<file path="src/rtl/gpio_ctrl.sv">
// Memory-mapped GPIO: registered outputs with atomic SET/CLR, synchronised and
// debounced inputs, edge-detect interrupts with W1C pending bits.
module gpio_ctrl #(
  parameter int          OUT_W     = 16,
  parameter int          IN_W      = 8,
  parameter int          DB_CYCLES = 500000,
  parameter logic [31:0] OUT_RST   = 32'h0
) (
  input  logic             clk,
  input  logic             rst,
  input  logic             gpio_en,
  input  logic             w_en,
  input  logic             r_en,
  input  logic [4:0]       addr,
  input  logic [31:0]      din,
  output logic [31:0]      dout,
  output logic             gpio_ready,
  input  logic [IN_W-1:0]  gpio_in,
  output logic [OUT_W-1:0] gpio_out,
  output logic             irq
);

  localparam int CW = (DB_CYCLES > 0) ? $clog2(DB_CYCLES + 1) : 1;
  localparam logic [CW-1:0] CNT_LAST = CW'((DB_CYCLES > 0) ? DB_CYCLES - 1 : 0);

  localparam logic [2:0] A_DATA_OUT = 3'd0;
  localparam logic [2:0] A_DATA_IN  = 3'd1;
  localparam logic [2:0] A_IRQ_EN   = 3'd2;
  localparam logic [2:0] A_EDGE_SEL = 3'd3;
  localparam logic [2:0] A_IRQ_PEND = 3'd4;
  localparam logic [2:0] A_OUT_SET  = 3'd5;
  localparam logic [2:0] A_OUT_CLR  = 3'd6;

  logic [OUT_W-1:0] out_q, out_d;
  logic [IN_W-1:0]  sync1_q, sync2_q;
  logic [IN_W-1:0]  stable_q, stable_d;
  logic [IN_W-1:0]  stable_dly_q;
  logic [CW-1:0]    cnt_q [IN_W];
  logic [CW-1:0]    cnt_d [IN_W];
  logic [IN_W-1:0]  en_q, en_d;
  logic [IN_W-1:0]  esel_q, esel_d;
  logic [IN_W-1:0]  pend_q, pend_d;
  logic             ready_q, ready_d;
  logic             busy_q, busy_d;
  logic [31:0]      dout_q, dout_d;

  logic             req, accept, wr, rd;
  logic [2:0]       sel;
  logic [31:0]      rdata;
  logic [IN_W-1:0]  w1c, rise, fall, set_pend;

  // Debounce: a channel follows sync only after it has differed for DB_CYCLES edges.
  always_comb begin
    stable_d = stable_q;
    for (int i = 0; i < IN_W; i++) begin
      cnt_d[i] = '0;
    end
    if (DB_CYCLES == 0) begin
      stable_d = sync2_q;
    end else begin
      for (int i = 0; i < IN_W; i++) begin
        if (sync2_q[i] == stable_q[i]) begin
          cnt_d[i] = '0;
        end else if (cnt_q[i] == CNT_LAST) begin
          stable_d[i] = sync2_q[i];
          cnt_d[i]    = '0;
        end else begin
          cnt_d[i] = cnt_q[i] + CW'(1);
        end
      end
    end
  end

  // busy holds off re-acceptance until the master drops its strobe.
  always_comb begin
    req     = gpio_en && (w_en || r_en);
    accept  = req && !ready_q && !busy_q;
    wr      = accept && w_en;
    rd      = accept && r_en && !w_en;
    sel     = addr[4:2];
    ready_d = accept;
    busy_d  = req && (busy_q || accept);

    rdata = 32'h0;
    case (sel)
      A_DATA_OUT: rdata = 32'(out_q);
      A_DATA_IN:  rdata = 32'(stable_q);
      A_IRQ_EN:   rdata = 32'(en_q);
      A_EDGE_SEL: rdata = 32'(esel_q);
      A_IRQ_PEND: rdata = 32'(pend_q);
      default:    rdata = 32'h0;
    endcase
    dout_d = rd ? rdata : 32'h0;

    out_d  = out_q;
    en_d   = en_q;
    esel_d = esel_q;
    w1c    = '0;
    if (wr) begin
      case (sel)
        A_DATA_OUT: out_d  = din[OUT_W-1:0];
        A_IRQ_EN:   en_d   = din[IN_W-1:0];
        A_EDGE_SEL: esel_d = din[IN_W-1:0];
        A_IRQ_PEND: w1c    = din[IN_W-1:0];
        A_OUT_SET:  out_d  = out_q | din[OUT_W-1:0];
        A_OUT_CLR:  out_d  = out_q & ~din[OUT_W-1:0];
        default:    out_d  = out_q;
      endcase
    end

    rise     = stable_q & ~stable_dly_q;
    fall     = ~stable_q & stable_dly_q;
    set_pend = (esel_q & rise) | (~esel_q & fall);
    pend_d   = (pend_q & ~w1c) | set_pend;
  end

  always_ff @(posedge clk or posedge rst) begin
    if (rst) begin
      out_q        <= OUT_RST[OUT_W-1:0];
      sync1_q      <= '0;
      sync2_q      <= '0;
      stable_q     <= '0;
      stable_dly_q <= '0;
      for (int i = 0; i < IN_W; i++) begin
        cnt_q[i] <= '0;
      end
      en_q    <= '0;
      esel_q  <= '0;
      pend_q  <= '0;
      ready_q <= 1'b0;
      busy_q  <= 1'b0;
      dout_q  <= 32'h0;
    end else begin
      out_q        <= out_d;
      sync1_q      <= gpio_in;
      sync2_q      <= sync1_q;
      stable_q     <= stable_d;
      stable_dly_q <= stable_q;
      for (int i = 0; i < IN_W; i++) begin
        cnt_q[i] <= cnt_d[i];
      end
      en_q    <= en_d;
      esel_q  <= esel_d;
      pend_q  <= pend_d;
      ready_q <= ready_d;
      busy_q  <= busy_d;
      dout_q  <= dout_d;
    end
  end

  assign gpio_out   = out_q;
  assign gpio_ready = ready_q;
  assign dout       = dout_q;
  assign irq        = |(pend_q & en_q);

endmodule
</file>
<file path="config.mk">
export PLATFORM = sky130hd
export DESIGN_NAME = gpio_ctrl
export DESIGN_NICKNAME = d
export VERILOG_FILES = /design/src/rtl/gpio_ctrl.sv
export SDC_FILE = /design/constraint.sdc
export NUM_CORES = 1
export LEC_CHECK = 0
export BUFFER_PORTS_ARGS = -buffer_cell sky130_fd_sc_hd__buf_2
export CELL_PAD_IN_SITES_DETAIL_PLACEMENT = 0
export CELL_PAD_IN_SITES_GLOBAL_PLACEMENT = 1
export CORE_MARGIN = 1
export CORE_UTILIZATION = 45
export DETAILED_ROUTE_END_ITERATION = 10
export GPL_TIMING_DRIVEN = 0
export PLACE_DENSITY = 0.74
export SLEW_MARGIN = 20
export SYNTH_ARGS = -nofsm -noshare
export SYNTH_HDL_FRONTEND = slang
export SYNTH_SLANG_ARGS = --single-unit
</file>
<file path="constraint.sdc">
create_clock -name clk -period 11.4 [get_ports clk]
set_input_delay 2.28 -clock clk [delete_from_list [all_inputs] [get_ports clk]]
set_output_delay 2.28 -clock clk [all_outputs]
set_load 0.02 [all_outputs]
</file>
==> reports/metrics.cfg, run 1 <==
[placement]
port_buffers=64
dp_slack_ns=6.99
dp_cells=1577
gp_congestion=0.812
detailed_place_hpwl_um=17100

[clock_tree]
cts.clk_slew.worst_paths_ns=0.05
cts_buffer_depth=3
htree_levels=1
cts_sinks=242
postCtsSetupRepairBufs=0
ctsResizeCount=0
cts_tree=built
cts_made_buffers=28
clk_latency_ns=0.53
clockRootBuffer=clkbuf_16
ctsHoldBuffers=0

[synthesis]
synthArstFlopShare=1.00
syn_avg_cell_area_um2=10.1
syn_inst=1166
syn_area_mm2=0.0118
synth_ff_type=dfrtp_1
synth_cell_types=53
ys_seq_area_frac=0.515
synth-edff-count=0
ys_seq_elements=242
yosysWarningCount=0

[power]
power_density_mw_per_mm2=143
ir_worst_vdd_v=0.000124
leakagePower_nw=5.67

[critical_path]
endpoint=pend_q[0]$_DFF_PP0_
r2r-start=cnt_q[38]$_DFF_PP0_
crit_type=in2reg
startpoint=addr[4]
required_ns=11.81
r2r_cells=6
end_kind=flip-flop
crit_path_max_fanout=10
r2r_setup_slack_ns=8.97
crit_path_start_kind=input pin
worstPathArrival_ns=4.22
worstReg2RegEnd=cnt_q[50]$_DFF_PP0_

[final_layout]
nFillCells=2364
area_growth_pct=15.4
n_antenna_cell=0
nets=1335
layout-drive-gt1-share=0.149
stdcell_count=1627

[timing]
rsz0062_at_grt=no
hold_viol=0
tightest_slew_ns=0.826
finalCriticalPeriod_ns=3.80
slew_viol_final=0
fin_crit_sh=0.334
hold_ws_ns=0.349
max_freq_mhz=263
finalWorstSetupSlack_ns=7.60
setup_viol=0
skew_ns=0.00766
slew-limit-headroom=0.447

[die]
dieArea_mm2=0.0268
num_io_pins=100
die_h_um=164
die_x_um=164
row_count=58
start_util=0.463
coreArea_mm2=0.0254

[global_routing]
grtUsageTotal=0.198
overflow=0
grt_max_degree=97
grt_pass1_vias=8580
antenna_found_initial=1
grt_pass1_wl_um=43400

[min_path]
hp-class=reg2reg
min_path_cells=0

[routing]
drcViolationCount=0
vias=8957
first_pass_iters=4
postRouteAntennaNets=0
routedWlPerCell_um=15.7
wl_um=25500
drt_iter0_drc=629
vias_per_cell=5.51

[outcome]
status=finished, final reports clean

[flow_run]
max_cap_viol_count=0

[routing by layer]
metal  vias up  GRT usage  part of all wire
met5         -          0           0.00067
li1       4373          -                 -
met2       180      0.309              0.45
met1      4368      0.288              0.48
met3        34     0.0315             0.051
met4         2     0.0455             0.015
[critical path, cell delays in order]
cell and delay (ns):
buf_2 0.09, buf_2 0.21, nor3b_2 0.55, and2_1 0.21, clkbuf_1 0.40, nand2_1 0.12
a221o_1 0.36
[power breakdown]
group          internal (mW)  switching, mW
clock                  0.566          0.349
combinational         0.0429         0.0733
sequential             0.885         0.0234
total                   1.49          0.446
[Yosys cell counts, types with 7 or more instances]
master / count / area share
mux2_2: 24 / 0.023
o21ai_0: 39 / 0.017
xnor2_1: 66 / 0.049
or2_2: 7 / 0.0037
buf_4: 18 / 0.011
dfrtp_1: 242 / 0.52
mux2i_1: 9 / 0.0077
a31oi_1: 16 / 0.0085
and3_1: 7 / 0.0037
a21oi_1: 49 / 0.021
o31ai_1: 8 / 0.0051
a221o_1: 8 / 0.0068
or3_1: 22 / 0.012
ha_1: 8 / 0.0085
and4_1: 17 / 0.013
nor3_1: 22 / 0.0094
nor4_1: 31 / 0.017
a211oi_1: 12 / 0.0077
a22oi_1: 11 / 0.0070
nand3_1: 68 / 0.029
xor2_1: 47 / 0.035
nand2_1: 73 / 0.023
or4_1: 27 / 0.017
inv_1: 24 / 0.0077
nor2_1: 158 / 0.050
and2_1: 20 / 0.011
clkbuf_1: 28 / 0.0089
nand4_1: 48 / 0.026
[how the worst min path moves through the flow]
stage	start	endpoint	slack [ns]
after global placement	sync1_q[3]$_DFF_PP0_	sync2_q[3]$_DFF_PP0_	0.33
after global routing	sync1_q[3]$_DFF_PP0_	sync2_q[3]$_DFF_PP0_	0.35
after floorplan	sync1_q[0]$_DFF_PP0_	sync2_q[0]$_DFF_PP0_	0.33
after CTS	sync1_q[3]$_DFF_PP0_	sync2_q[3]$_DFF_PP0_	0.35
after detailed placement	sync1_q[3]$_DFF_PP0_	sync2_q[3]$_DFF_PP0_	0.34
final	sync1_q[2]$_DFF_PP0_	sync2_q[2]$_DFF_PP0_	0.35
[layout by cell type (no fill, tap or decap), types with 17 or more instances in the layout]
cell,netlist,final
buf_4,18,18
buf_2,5,69
and4_1,17,17
or3_1,22,22
nand4_1,48,48
mux2_2,24,24
inv_1,24,23
nand3_1,68,68
a21oi_1,49,49
o21ai_0,39,39
nand2_1,73,73
and2_1,20,20
clkbuf_1,28,30
xnor2_1,66,66
clkbuf_16,0,29
xor2_1,47,47
dfrtp_1,242,242
nor2_1,158,158
or4_1,27,27
nor3_1,22,21
nor4_1,31,31
[metrics by stage]
| step | power [mW] | TNS, ns | util | instance area [µm²] |
|---|---|---|---|---|
| after floorplan | 1.00 | 0 | - | 11800 |
| after global placement | 1.04 | -127.74 | 0.494 | 12500 |
| after detailed placement | 1.04 | 0 | 0.496 | 12600 |
| after CTS | 1.97 | 0 | 0.534 | 13600 |
| after global routing | 2.02 | 0 | 0.534 | 13600 |
| final | 1.94 | 0 | 0.534 | 13600 |
[cells by family (layout without fill, tap and decap cells)]
family,Yosys count,in the layout,share of synthesized area
AO/OA/AOI/OAI,152,152,0.0826
XOR/XNOR,113,113,0.0842
adder cells (fa/ha/maj),8,8,0.00852
buffers and inverters,81,197,0.0347
flip-flops,242,242,0.515
multiplexers,33,33,0.0307
other,1,16,0.000319
AND/OR/NAND/NOR,536,536,0.244
[state kept, by name, summed over array words and instances (netlist names)]
signal / cells
busy_q: 1
cnt_q: 152
dout: 16
en_q: 8
esel_q: 8
gpio_out: 16
gpio_ready: 1
pend_q: 8
stable_dly_q: 8
stable_q: 8
sync1_q: 8
sync2_q: 8
[layout make-up]
class / instances / area (µm²) / area share
timing repair buffer: 66 / 375 / 0.0277
tap: 330 / 413 / 0.0304
inverter: 24 / 97.6 / 0.00719
sequential: 242 / 6060 / 0.446
clock buffer: 37 / 816 / 0.0601
clock inverter: 13 / 143 / 0.0105
buffer: 57 / 318 / 0.0234
multi-input combinational: 858 / 5350 / 0.394
Note: power is estimated with default switching activity, not from simulation.
==> run 2: changes to the inputs <==
--- a/config.mk
+++ b/config.mk
@@ -5,14 +5,15 @@
 export SDC_FILE = /design/constraint.sdc
 export NUM_CORES = 1
 export LEC_CHECK = 0
+export ABC_AREA = 1
 export BUFFER_PORTS_ARGS = -buffer_cell sky130_fd_sc_hd__buf_2
 export CELL_PAD_IN_SITES_DETAIL_PLACEMENT = 0
 export CELL_PAD_IN_SITES_GLOBAL_PLACEMENT = 1
 export CORE_MARGIN = 1
-export CORE_UTILIZATION = 45
+export CORE_UTILIZATION = 44
 export DETAILED_ROUTE_END_ITERATION = 10
 export GPL_TIMING_DRIVEN = 0
-export PLACE_DENSITY = 0.74
+export PLACE_DENSITY = 0.77
 export SLEW_MARGIN = 20
 export SYNTH_ARGS = -nofsm -noshare
 export SYNTH_HDL_FRONTEND = slang
==> constraint.sdc (replaced) <==
create_clock -name clk -period 3.6 [get_ports clk]
set_input_delay 0.72 -clock clk [delete_from_list [all_inputs] [get_ports clk]]
set_output_delay 0.72 -clock clk [all_outputs]
set_load 0.02 [all_outputs]
==> run 2 against run 1 <==
Via count grew 23%. Non-clock buffer count shrank 22. Power grew to 3.5 times the previous value. Critical path type is now reg2out. Largest power group unchanged. Highest routed layer unchanged.
==> reports/metrics.cfg, run 2 <==
[clock_tree]
clk_latency_ns=0.55  ; +0.02 ns
cts_made_buffers=29  ; +3.6%
cts_tree=built
htree_levels=1  ; unchanged
clockRootBuffer=clkbuf_16
cts.clk_slew.worst_paths_ns=0.06  ; about the same
postCtsSetupRepairBufs=0  ; unchanged
cts_buffer_depth=3  ; unchanged
ctsHoldBuffers=0  ; unchanged
ctsResizeCount=0  ; unchanged
cts_sinks=242  ; unchanged

[synthesis]
synth_ff_type=dfrtp_1
synth_top_area_frac=0.473  ; -0.0426
yosysWarningCount=0  ; unchanged
synth_cell_types=40  ; -25%
ys_top_cells_by_count=nand2_1, nor2_1, dfrtp_1, inv_1, nand3_1
ys_seq_area_frac=0.473  ; -0.0426
syn_avg_cell_area_um2=7.32  ; -27%
syn_area_mm2=0.0128  ; +9.0%
synth_top_cell_by_area=dfrtp_1
syn_inst=1751  ; +50%
ys_seq_elements=242  ; unchanged
synthArstFlopShare=1.00  ; unchanged
yosysMostFrequentCell=nand2_1
ys_top_cells_by_area=dfrtp_1, nand2_1, nor2_1
synth-edff-count=0  ; unchanged

[power]
ir_worst_vdd_v=0.000384  ; +210%
power_density_mw_per_mm2=450  ; +220%
leakagePower_nw=6.72  ; +18%

[min_path]
hp-class=in2async

[final_layout]
fin_util=0.519  ; -0.0150
layout_common_cells=nand2_1, nor2_1, dfrtp_1, inv_1, nand3_1
top_register=cnt_q
nets=1928  ; +44%
stdcell_count=2276  ; +40%
final_common_cell=nand2_1
area_growth_pct=16.3
n_antenna_cell=0  ; unchanged
largest_register_ffs=152  ; unchanged
layout-drive-gt1-share=0.0904  ; -0.0584

[timing]
rsz0062_at_grt=no
slew-limit-headroom=0.395  ; -0.0515
setup_viol=0  ; unchanged
slew_viol_final=0  ; unchanged
skew_ns=0.0158  ; +0.00813 ns
tightest_slew_ns=0.901  ; +0.0753 ns
hold_ws_ns=0.158  ; -0.192 ns
hold_viol=0  ; unchanged
max_freq_mhz=416
finalCriticalPeriod_ns=2.41
fin_crit_sh=0.668

[die]
die_x_um=173  ; +5.5%
coreArea_mm2=0.0287  ; +13%
num_io_pins=100  ; unchanged
dieArea_mm2=0.0298  ; +11%
start_util=0.446  ; -0.0164
die_h_um=173  ; +5.5%
row_count=62  ; +6.9%

[critical_path]
crit_path_start_kind=flip-flop
end_kind=primary output
crit_path_max_fanout=3  ; -7
crit_type=reg2out
worstPathArrival_ns=1.69  ; -2.53 ns
required_ns=2.88  ; -8.93 ns
r2r_cells=6  ; unchanged

[placement]
detailed_place_hpwl_um=21900  ; +28%
gp_congestion=0.840  ; +3.4%
dp_cells=2223  ; +41%
port_buffers=64  ; unchanged

[routing]
vias=11000  ; +23%
drt_iter0_drc=628  ; -0.16%
drcViolationCount=0  ; unchanged
routedWlPerCell_um=13.1  ; -17%
postRouteAntennaNets=0  ; unchanged
vias_per_cell=4.83  ; -12%
first_pass_iters=5  ; +1
wl_um=29800  ; +17%

[global_routing]
grtUsageTotal=0.203  ; +0.00488
antenna_found_initial=1  ; unchanged
grt_pass1_vias=10400  ; +22%
overflow=0  ; unchanged
grt_max_degree=33  ; -66%
grt_pass1_wl_um=50700  ; +17%

[flow_run]
max_cap_viol_count=0  ; unchanged

[outcome]
status=finished, final reports clean

-- run 2: worst max-delay path, stage by stage (launching register included) --
cell and delay (ns):
dfrtp_1 0.40, nand2_1 0.07, nand2_1 0.05, a221oi_1 0.27
nand2_1 0.17, buf_2 0.19
-- run 2: final timing paths --
check | startpoint | end | slack, ns
setup / recovery | pend_q[3]$_DFF_PP0_ | irq | 1.19
max in group asynchronous | rst | cnt_q[104]$_DFF_PP0_ | 2.37
hold / removal | rst | sync1_q[4]$_DFF_PP0_ | 0.16
setup reg to reg | cnt_q[57]$_DFF_PP0_ | cnt_q[62]$_DFF_PP0_ | 1.72
min in group clk | gpio_in[6] | sync1_q[6]$_DFF_PP0_ | 0.27
hold reg to reg | sync1_q[7]$_DFF_PP0_ | sync2_q[7]$_DFF_PP0_ | 0.35
-- run 2: kinds of logic after synthesis --
kind of cell               count (synthesis)  share of synthesized area
and+or+nand+nor                         1117                      0.358
DFF                                      242                      0.473
buffers and inverters                    195                     0.0643
AOI/OAI and AO/OA                        117                     0.0488
xor gates and xnor gates                  71                     0.0485
adders and majority gates                  8                    0.00781
other                                      1                   0.000293
-- run 2: where the power goes --
| part | internal (mW) | total (mW) | switching (mW) |
|---|---|---|---|
| Combinational | 0.210 | 0.621 | 0.411 |
| Clock | 1.86 | 3.09 | 1.22 |
| Sequential | 2.86 | 3.00 | 0.140 |
| Total | 4.94 | 6.71 | 1.77 |
-- run 2: final cells by class --
type	count	area (µm²)
Buffer	28	189
Clock buffer	35	788
Clock inverter	18	240
Fill cell	2875	13800
Inverter	167	638
Multi-Input combinational cell	1329	5990
Sequential cell	242	6060
Tap cell	384	480
Timing Repair Buffer	73	523
-- run 2: per-layer routing --
| metal | global-route usage | vias up | routed length [µm] |
|---|---|---|---|
| met1 | 0.290 | 5075 | 14600 |
| met2 | 0.323 | 196 | 13400 |
| met3 | 0.0273 | 46 | 1090 |
| met5 | 0 | - | 14 |
| met4 | 0.0536 | 2 | 652 |
| li1 | - | 5678 | - |
-- run 2: metrics by stage --
| step | area, µm² | worst slack (ns) | total power [mW] | setup TNS (ns) |
|---|---|---|---|---|
| after floorplan | 12900 | -0.296 | 3.43 | -71.58 |
| final | 14900 | 1.19 | 6.71 | 0 |
| after global routing | 14900 | 1.07 | 7.00 | 0 |
| after CTS | 14900 | 1.13 | 6.81 | 0 |
| after detailed placement | 13900 | 1.37 | 3.68 | 0 |
| after global placement | 13700 | -1.92 | 3.64 | -459.85 |
